[config.mk]
export PLATFORM = sky130hd
export DESIGN_NAME = fsm_protocolo_tx_flat
export DESIGN_NICKNAME = d
export VERILOG_FILES = /design/src/rtl/fsm_protocolo_tx_pkg.sv /design/src/rtl/fsm_protocolo_tx_if.sv /design/src/rtl/fsm_protocolo_tx_fifo.sv /design/src/rtl/fsm_protocolo_tx.sv /design/src/flat_wrapper.sv
export SDC_FILE = /design/constraint.sdc
export NUM_CORES = 1
export LEC_CHECK = 0
export CAP_MARGIN = 20
export CORE_ASPECT_RATIO = 0.9
export CORE_UTILIZATION = 25
export CTS_CLUSTER_SIZE = 28
export DETAILED_ROUTE_END_ITERATION = 16
export SLEW_MARGIN = 10
export SYNTH_ARGS = -nofsm -noshare
export SYNTH_HDL_FRONTEND = slang
export SYNTH_SLANG_ARGS = --single-unit
[constraint.sdc]
create_clock -name clk -period 2.03 [get_ports clk]
set_clock_uncertainty 0.05 [all_clocks]
set_input_delay 0.203 -clock clk [delete_from_list [all_inputs] [get_ports clk]]
set_output_delay 0.203 -clock clk [all_outputs]
set_load 0.01 [all_outputs]
[src/rtl/fsm_protocolo_tx_pkg.sv]
// Shared types and link symbols for the E/Y handshake protocol.
// Both ends of the link import this package so symbol values and state
// encodings stay in one place.
package protocolo_pkg;

    // Two-bit link symbols carried on E and echoed on Y
    localparam logic [1:0] SYM_IDLE  = 2'b00;
    localparam logic [1:0] SYM_START = 2'b01;
    localparam logic [1:0] SYM_D0    = 2'b10;
    localparam logic [1:0] SYM_D1    = 2'b11;

    // Initiator states; any other encoding is treated as T_IDLE
    typedef enum logic [2:0] {
        T_IDLE,
        T_START,
        T_HOLD,
        T_DATA,
        T_ACK,
        T_DRAIN
    } tx_state_t;

    // Responder states, kept here so both link ends share one package
    typedef enum logic [1:0] {
        R_IDLE,
        R_START,
        R_DATA,
        R_ACK
    } rx_state_t;

    // One queued request: data symbol plus extra START wait cycles
    typedef struct packed {
        logic       data_bit;
        logic [1:0] hold;
    } tx_req_t;

    // Data symbol for a given bit value
    function automatic logic [1:0] data_sym(input logic b);
        return b ? SYM_D1 : SYM_D0;
    endfunction

endpackage

[src/rtl/fsm_protocolo_tx_if.sv]
// Request, link and status bundle of the protocol initiator.
// master = the initiator itself, slave = whoever drives requests and Y.
interface fsm_protocolo_tx_if #(
    parameter int CNT_W = 8
);
    import protocolo_pkg::*;

    logic             req_valid;
    logic             req_ready;
    logic             req_bit;
    logic [1:0]       req_hold;
    logic [1:0]       E;
    logic [1:0]       Y;
    logic             done_valid;
    logic             done_err;
    logic             done_bit;
    logic             busy;
    logic [CNT_W-1:0] ok_count;
    logic [CNT_W-1:0] err_count;
    tx_state_t        tx_state;

    modport master (
        input  req_valid, req_bit, req_hold, Y,
        output req_ready, E, done_valid, done_err, done_bit, busy,
               ok_count, err_count, tx_state
    );

    modport slave (
        output req_valid, req_bit, req_hold, Y,
        input  req_ready, E, done_valid, done_err, done_bit, busy,
               ok_count, err_count, tx_state
    );

endinterface

[src/rtl/fsm_protocolo_tx_fifo.sv]
// Request queue of the protocol initiator: plain synchronous FIFO.
// Pointers carry one extra wrap bit so full and empty are distinguishable.
// The read side shows the head entry combinationally; a pushed entry only
// becomes visible after the clock edge that writes it, so there is no bypass.
module protocolo_tx_fifo
    import protocolo_pkg::*;
#(
    parameter int DEPTH = 4
) (
    input  logic    clk,
    input  logic    reset,
    input  logic    push,
    input  tx_req_t push_data,
    input  logic    pop,
    output tx_req_t pop_data,
    output logic    full,
    output logic    empty
);

    localparam int AW = $clog2(DEPTH);

    tx_req_t       mem [DEPTH];
    logic [AW:0]   wr_ptr;
    logic [AW:0]   rd_ptr;

    assign empty    = (wr_ptr == rd_ptr);
    assign full     = (wr_ptr[AW] != rd_ptr[AW]) && (wr_ptr[AW-1:0] == rd_ptr[AW-1:0]);
    assign pop_data = mem[rd_ptr[AW-1:0]];

    // Advance the write/read pointers on accepted push/pop
    always_ff @(posedge clk or posedge reset) begin
        if (reset) begin
            wr_ptr <= '0;
            rd_ptr <= '0;
        end else begin
            if (push && !full) begin
                wr_ptr <= wr_ptr + (AW+1)'(1);
            end
            if (pop && !empty) begin
                rd_ptr <= rd_ptr + (AW+1)'(1);
            end
        end
    end

    // Storage array; contents need no reset because empty guards the reads
    always_ff @(posedge clk) begin
        if (push && !full) begin
            mem[wr_ptr[AW-1:0]] <= push_data;
        end
    end

endmodule

[src/rtl/fsm_protocolo_tx.sv]
// Initiator end of the E/Y handshake link. Queues 1-bit requests and sends
// each as START, optional wait states, DATA, IDLE, checking the responder's
// echo every frame cycle. A bad echo drains the link for two cycles and the
// frame is retried up to MAX_RETRY times before it is reported as failed.
module fsm_protocolo_tx
    import protocolo_pkg::*;
#(
    parameter int FIFO_DEPTH = 4,
    parameter int MAX_RETRY  = 2,
    parameter int CNT_W      = 8
) (
    input logic clk,
    input logic reset,
    fsm_protocolo_tx_if.master bus
);

    localparam int RETRY_W = (MAX_RETRY < 1) ? 1 : $clog2(MAX_RETRY + 1);
    localparam logic [CNT_W-1:0] CNT_MAX = '1;

    tx_state_t          state;
    tx_req_t            cur_req;
    tx_req_t            head;
    logic [1:0]         hold_cnt;
    logic               drain_cnt;
    logic [RETRY_W-1:0] retry_cnt;
    logic               fifo_full;
    logic               fifo_empty;
    logic               push;
    logic               pop;
    logic               y_ok;
    logic               done_valid_q;
    logic               done_err_q;
    logic               done_bit_q;
    logic [CNT_W-1:0]   ok_cnt_q;
    logic [CNT_W-1:0]   err_cnt_q;

    assign push = bus.req_valid && !fifo_full;

    protocolo_tx_fifo #(
        .DEPTH(FIFO_DEPTH)
    ) u_fifo (
        .clk       (clk),
        .reset     (reset),
        .push      (push),
        .push_data ({bus.req_bit, bus.req_hold}),
        .pop       (pop),
        .pop_data  (head),
        .full      (fifo_full),
        .empty     (fifo_empty)
    );

    // Expected echo for the current state, and whether the FSM takes a new entry now
    always_comb begin
        y_ok = 1'b1;
        case (state)
            T_START:        y_ok = (bus.Y == SYM_IDLE);
            T_HOLD, T_DATA: y_ok = (bus.Y == SYM_START);
            T_ACK:          y_ok = (bus.Y == data_sym(cur_req.data_bit));
            default:        y_ok = 1'b1;
        endcase
        pop = !fifo_empty && ((state == T_IDLE) || ((state == T_ACK) && y_ok));
    end

    // Frame sequencer with its counters, done register and statistics
    always_ff @(posedge clk or posedge reset) begin
        if (reset) begin
            state        <= T_IDLE;
            cur_req      <= '0;
            hold_cnt     <= '0;
            drain_cnt    <= 1'b0;
            retry_cnt    <= '0;
            done_valid_q <= 1'b0;
            done_err_q   <= 1'b0;
            done_bit_q   <= 1'b0;
            ok_cnt_q     <= '0;
            err_cnt_q    <= '0;
        end else begin
            done_valid_q <= 1'b0;
            case (state)
                T_IDLE: begin
                    if (pop) begin
                        cur_req  <= head;
                        hold_cnt <= head.hold;
                        state    <= T_START;
                    end
                end
                T_START: begin
                    if (!y_ok) begin
                        drain_cnt <= 1'b0;
                        state     <= T_DRAIN;
                    end else if (hold_cnt == 2'd0) begin
                        state <= T_DATA;
                    end else begin
                        state <= T_HOLD;
                    end
                end
                T_HOLD: begin
                    if (!y_ok) begin
                        drain_cnt <= 1'b0;
                        state     <= T_DRAIN;
                    end else begin
                        hold_cnt <= hold_cnt - 2'd1;
                        if (hold_cnt == 2'd1) begin
                            state <= T_DATA;
                        end
                    end
                end
                T_DATA: begin
                    if (!y_ok) begin
                        drain_cnt <= 1'b0;
                        state     <= T_DRAIN;
                    end else begin
                        state <= T_ACK;
                    end
                end
                T_ACK: begin
                    if (!y_ok) begin
                        drain_cnt <= 1'b0;
                        state     <= T_DRAIN;
                    end else begin
                        done_valid_q <= 1'b1;
                        done_err_q   <= 1'b0;
                        done_bit_q   <= cur_req.data_bit;
                        retry_cnt    <= '0;
                        if (ok_cnt_q != CNT_MAX) begin
                            ok_cnt_q <= ok_cnt_q + CNT_W'(1);
                        end
                        if (pop) begin
                            cur_req  <= head;
                            hold_cnt <= head.hold;
                            state    <= T_START;
                        end else begin
                            state <= T_IDLE;
                        end
                    end
                end
                T_DRAIN: begin
                    if (drain_cnt == 1'b0) begin
                        drain_cnt <= 1'b1;
                    end else if (retry_cnt < RETRY_W'(MAX_RETRY)) begin
                        retry_cnt <= retry_cnt + RETRY_W'(1);
                        hold_cnt  <= cur_req.hold;
                        state     <= T_START;
                    end else begin
                        done_valid_q <= 1'b1;
                        done_err_q   <= 1'b1;
                        done_bit_q   <= cur_req.data_bit;
                        retry_cnt    <= '0;
                        if (err_cnt_q != CNT_MAX) begin
                            err_cnt_q <= err_cnt_q + CNT_W'(1);
                        end
                        state <= T_IDLE;
                    end
                end
                default: begin
                    state <= T_IDLE;
                end
            endcase
        end
    end

    // Link symbol decoded purely from the state register and latched request
    always_comb begin
        bus.E = SYM_IDLE;
        case (state)
            T_START, T_HOLD: bus.E = SYM_START;
            T_DATA:          bus.E = data_sym(cur_req.data_bit);
            default:         bus.E = SYM_IDLE;
        endcase
    end

    assign bus.req_ready  = !fifo_full;
    assign bus.done_valid = done_valid_q;
    assign bus.done_err   = done_err_q;
    assign bus.done_bit   = done_bit_q;
    assign bus.busy       = (state != T_IDLE) || !fifo_empty;
    assign bus.ok_count   = ok_cnt_q;
    assign bus.err_count  = err_cnt_q;
    assign bus.tx_state   = state;

endmodule
[src/flat_wrapper.sv]
// flat-port wrapper written by rule: the top's interface ports become plain ports
module fsm_protocolo_tx_flat import protocolo_pkg::*;
#(
    parameter int FIFO_DEPTH = 4,
    parameter int MAX_RETRY  = 2,
    parameter int CNT_W      = 8
)
  (clk, reset, bus_req_valid, bus_req_bit, bus_req_hold, bus_Y, bus_req_ready, bus_E, bus_done_valid, bus_done_err, bus_done_bit, bus_busy, bus_ok_count, bus_err_count, bus_tx_state);
  fsm_protocolo_tx_if #(.CNT_W(CNT_W)) bus_i ();
  input logic clk;
  input logic reset;
  input wire logic [$bits(bus_i.req_valid)-1:0] bus_req_valid;
  input wire logic [$bits(bus_i.req_bit)-1:0] bus_req_bit;
  input wire logic [$bits(bus_i.req_hold)-1:0] bus_req_hold;
  input wire logic [$bits(bus_i.Y)-1:0] bus_Y;
  output wire logic [$bits(bus_i.req_ready)-1:0] bus_req_ready;
  output wire logic [$bits(bus_i.E)-1:0] bus_E;
  output wire logic [$bits(bus_i.done_valid)-1:0] bus_done_valid;
  output wire logic [$bits(bus_i.done_err)-1:0] bus_done_err;
  output wire logic [$bits(bus_i.done_bit)-1:0] bus_done_bit;
  output wire logic [$bits(bus_i.busy)-1:0] bus_busy;
  output wire logic [$bits(bus_i.ok_count)-1:0] bus_ok_count;
  output wire logic [$bits(bus_i.err_count)-1:0] bus_err_count;
  output wire logic [$bits(bus_i.tx_state)-1:0] bus_tx_state;
  assign bus_i.req_valid = bus_req_valid;
  assign bus_i.req_bit = bus_req_bit;
  assign bus_i.req_hold = bus_req_hold;
  assign bus_i.Y = bus_Y;
  assign bus_req_ready = bus_i.req_ready;
  assign bus_E = bus_i.E;
  assign bus_done_valid = bus_i.done_valid;
  assign bus_done_err = bus_i.done_err;
  assign bus_done_bit = bus_i.done_bit;
  assign bus_busy = bus_i.busy;
  assign bus_ok_count = bus_i.ok_count;
  assign bus_err_count = bus_i.err_count;
  assign bus_tx_state = bus_i.tx_state;
  fsm_protocolo_tx #(.FIFO_DEPTH(FIFO_DEPTH), .MAX_RETRY(MAX_RETRY), .CNT_W(CNT_W)) u_core (.clk(clk), .reset(reset), .bus(bus_i));
endmodule
==> out/metrics.yaml <==
placement:
  dp.cells: 386
  dp_hpwl_um: 3810
  port_buffers: 33
  postPlaceCellArea_um2: 3040
  gp_routability_congestion: 0.867
logic_synthesis:
  syn-num-nets: 236
  synthFlopType: "dfrtp_1"
  yosysUniqueCellTypes: 50
  yosys.area_share.simple: 0.143
  synth-adder-area-share: 0.0460
  synth-xor-area-share: 0.0853
  syn_area_um2: 2450
  synth_top_family_by_area: "simple AND/OR/NAND/NOR gates"
  async_reset_ff_frac: 0.750
  synth.avg_cell_area_um2: 11.2
  ys_ff_latch: 48
  syn_inst: 219
  synth-edff-count: 12
  yosys_warnings: 0
  synth-seq-area-share: 0.515
  muxShareOfSynthArea: 0.0725
  synth_compound_area_frac: 0.101
finish:
  fin_area_um2: 3270
  nets: 296
  diodes: 0
  area_growth_pct: 33.7
  final_cells: 402
  drive_gt1_frac: 0.211
  final_util: 0.351
  fill_cells: 970
power_and_ir_drop:
  pwr_density_cell_nw_per_um2: 1470
  p_clk_frac: 0.174
  p_total_mw: 4.81
  max-vdd-ir-drop_mv: 0.483
  power_switching_mw: 1.78
  power.internal_mw: 3.02
  p_seq_frac: 0.338
  switching_share: 0.371
  p_leak_nw: 1.41
  power.share.combinational: 0.488
clocking:
  hold_buffers: 0
  cts_buffer_depth: 2
  clk_latency_ns: 0.30
  cts_sinks: 48
  cts_max_level: 2
  cts_buffers: 5
  cts_tree: "built"
  cts-root-buf: "clkbuf_8"
  clk_pin_slew_worst_paths_ns: 0.10
critical_path:
  slowest_stage: "dfrtp_2"
  r2r_start: "u_core.u_fifo.wr_ptr[0]$_DFFE_PP0P_"
  crit_chain: "xor2_2 -> nor3_2 -> nand3_1 -> dlygate4sd2_1"
  r2r_slack_ns: 0.10
  cp.buffers_inverters: 1
  max_stage_delay_ns: 0.46
  path_class: "reg -> out"
  critPathRequiredTime_ns: 1.78
  path_delay_family: "flip-flops"
  worstPathMaxFanout: 4
  ff2ff_path_depth: 6
  endpoint_kind: "output port"
  worst_ep_arrival_time_ns: 1.69
  startpoint_type: "flip-flop"
  r2r-end: "u_core.cur_req[1]$_DFFE_PP0P_"
  cp.depth: 4
floorplan:
  die_y_um: 95.9
  coreArea_um2: 9330
  ios: 34
  dieArea_um2: 10200
  die_x_um: 106
  rows: 33
  initial_core_util: 0.263
global_route:
  antenna_found_initial: 0
  grt_usage: 0.110
  grt_max_degree: 37
  grt_pass1_vias: 1769
  grt_first_pass_wirelength_um: 8710
  gr-total-overflow: 0
min_path:
  hp-class: "in -> async"
timing:
  whs_ns: 0.267
  max_freq_mhz: 514
  finalMaxSlewViolations: 0
  rsz0062_at_grt: "no"
  hold_violations: 0
  setup_viol: 0
  relSlewSlack: 0.680
  finalCriticalPeriod_ns: 1.95
  period_share: 0.958
  tightest_slew_ns: 0.480
route:
  vias: 1855
  wl_per_cell_um: 13.1
  ant_nets: 0
  drt_iter0_drc: 57
  finalWirelength_um: 5270
  vias_per_cell: 4.61
  drc: 0
  dr.pass1.iters: 4
outcome:
  outcome: "finished clean"
job:
  cap_viol_max_count: 0
worst register-to-register path: cells and delay by family (launching register included):
kind | cells | cell delay [ns]
AND/OR/NAND/NOR | 2 | 0.48
buffers and inverters | 2 | 0.33
multiplexers | 1 | 0.30
XOR/XNOR | 1 | 0.20
flip-flops | 1 | 0.46
worst max-delay path by stage:
stage | start | endpoint | slack [ns]
2_1_floorplan | u_core.cur_req[2]$_DFFE_PP0P_ | u_core.hold_cnt[1]$_DFFE_PP0P_ | 0.18
3_3_place_gp | bus_Y[0] | u_core.cur_req[2]$_DFFE_PP0P_ | -0.08
3_5_place_dp | bus_Y[0] | u_core.u_fifo.rd_ptr[1]$_DFFE_PP0P_ | -0.07
4_1_cts | u_core.u_fifo.rd_ptr[0]$_DFFE_PP0P_ | bus_req_ready | 0.01
5_1_grt | u_core.u_fifo.wr_ptr[0]$_DFFE_PP0P_ | bus_busy | 0.004
6_report | u_core.u_fifo.wr_ptr[0]$_DFFE_PP0P_ | bus_busy | 0.08
stage by stage:
stage / setup TNS, ns / setup slack (ns)
2_1_floorplan: 0 / 0.183
3_3_place_gp: -0.303 / -0.0789
3_5_place_dp: -0.265 / -0.0744
4_1_cts: 0 / 0.0103
5_1_grt: 0 / 0.00406
6_report: 0 / 0.0843
cell usage in the layout, fill, tap and decap left out, types with 3 or more instances in the layout:
cell type	netlist	final
nand2_1	21	20
edfxtp_1	12	12
a21oi_1	7	7
inv_1	10	10
mux2_4	3	3
xnor2_1	11	11
xor2_2	0	3
dfrtp_1	36	32
nor2_1	10	10
ha_1	9	9
clkdlybuf4s50_1	0	30
nand4_1	7	7
o211ai_1	3	3
xor2_1	11	8
nor3_1	7	7
nand3_1	6	6
dfrtp_2	0	4
o21ai_0	7	7
a22o_1	3	3
mux2_2	4	4
buf_4	1	29
o21ai_1	3	3
and3_1	6	6
clkbuf_8	0	5
flip-flops by register name, summed over array words and instances (netlist names), 2 cells and up:
name                  flops
u_core.u_fifo.wr_ptr      3
u_core.hold_cnt           2
u_core.retry_cnt          2
u_core.cur_req            3
u_core.u_fifo.mem        12
u_core.bus.err_count      8
u_core.bus.tx_state       3
u_core.u_fifo.rd_ptr      3
u_core.bus.ok_count       8
what timing repair did:
action	CTS	global route
setup endpoints to repair	3	4
cloned	0	0
setup buffers	2	6
pin swaps	2	1
gates resized for setup	5	6
power by group through the flow:
stage / clock network (mW) / registers (mW) / logic (mW)
CTS: 0.866 / 1.63 / 2.26
floorplan: 0 / 1.59 / 1.39
detailed placement: 0 / 1.64 / 2.20
global placement: 0 / 1.63 / 2.16
finish: 0.837 / 1.62 / 2.35
global route: 0.899 / 1.67 / 2.62
cells by family after synthesis:
kind of cell,Yosys count
AOI/OAI and AO/OA,36
xor gates and xnor gates,23
and+or+nand+nor,69
DFF,48
adders and majority gates,9
buffers and inverters,21
muxes,13
per-layer routing:
layer / track usage / wire length (µm) / vias to the layer above
met2: 0.168 / 2330 / 42
met5: 0 / 0 / -
met3: 0.0291 / 268 / 6
met4: 0.0301 / 48 / 0
met1: 0.154 / 2620 / 914
li1: - / - / 893
cells in the mapped netlist, drive strengths merged (3+ instances only):
library cell | instances | share of area
nand4 | 7 | 0.018
buf | 5 | 0.013
edfxtp | 12 | 0.15
xnor2 | 12 | 0.046
nor3 | 8 | 0.018
nand2 | 21 | 0.032
nor2 | 11 | 0.018
mux2 | 9 | 0.046
inv | 11 | 0.017
nand3 | 6 | 0.012
clkbuf | 4 | 0.0061
a21oi | 7 | 0.014
o211ai | 3 | 0.0092
ha | 9 | 0.046
o21ai | 10 | 0.020
dfrtp | 36 | 0.37
and3 | 6 | 0.015
xor2 | 11 | 0.039
a22o | 3 | 0.011
layout make-up:
cell class                      count  area [µm²]  share of cell area
Inverter                           12        45.0              0.0138
Clock inverter                      3        68.8              0.0210
Clock buffer                        5        68.8              0.0210
Timing Repair Buffer               62         552               0.169
Sequential cell                    48        1270               0.387
Tap cell                          122         153              0.0466
Multi-Input combinational cell    150        1120               0.342
Note: power is estimated with default switching activity, not from simulation.
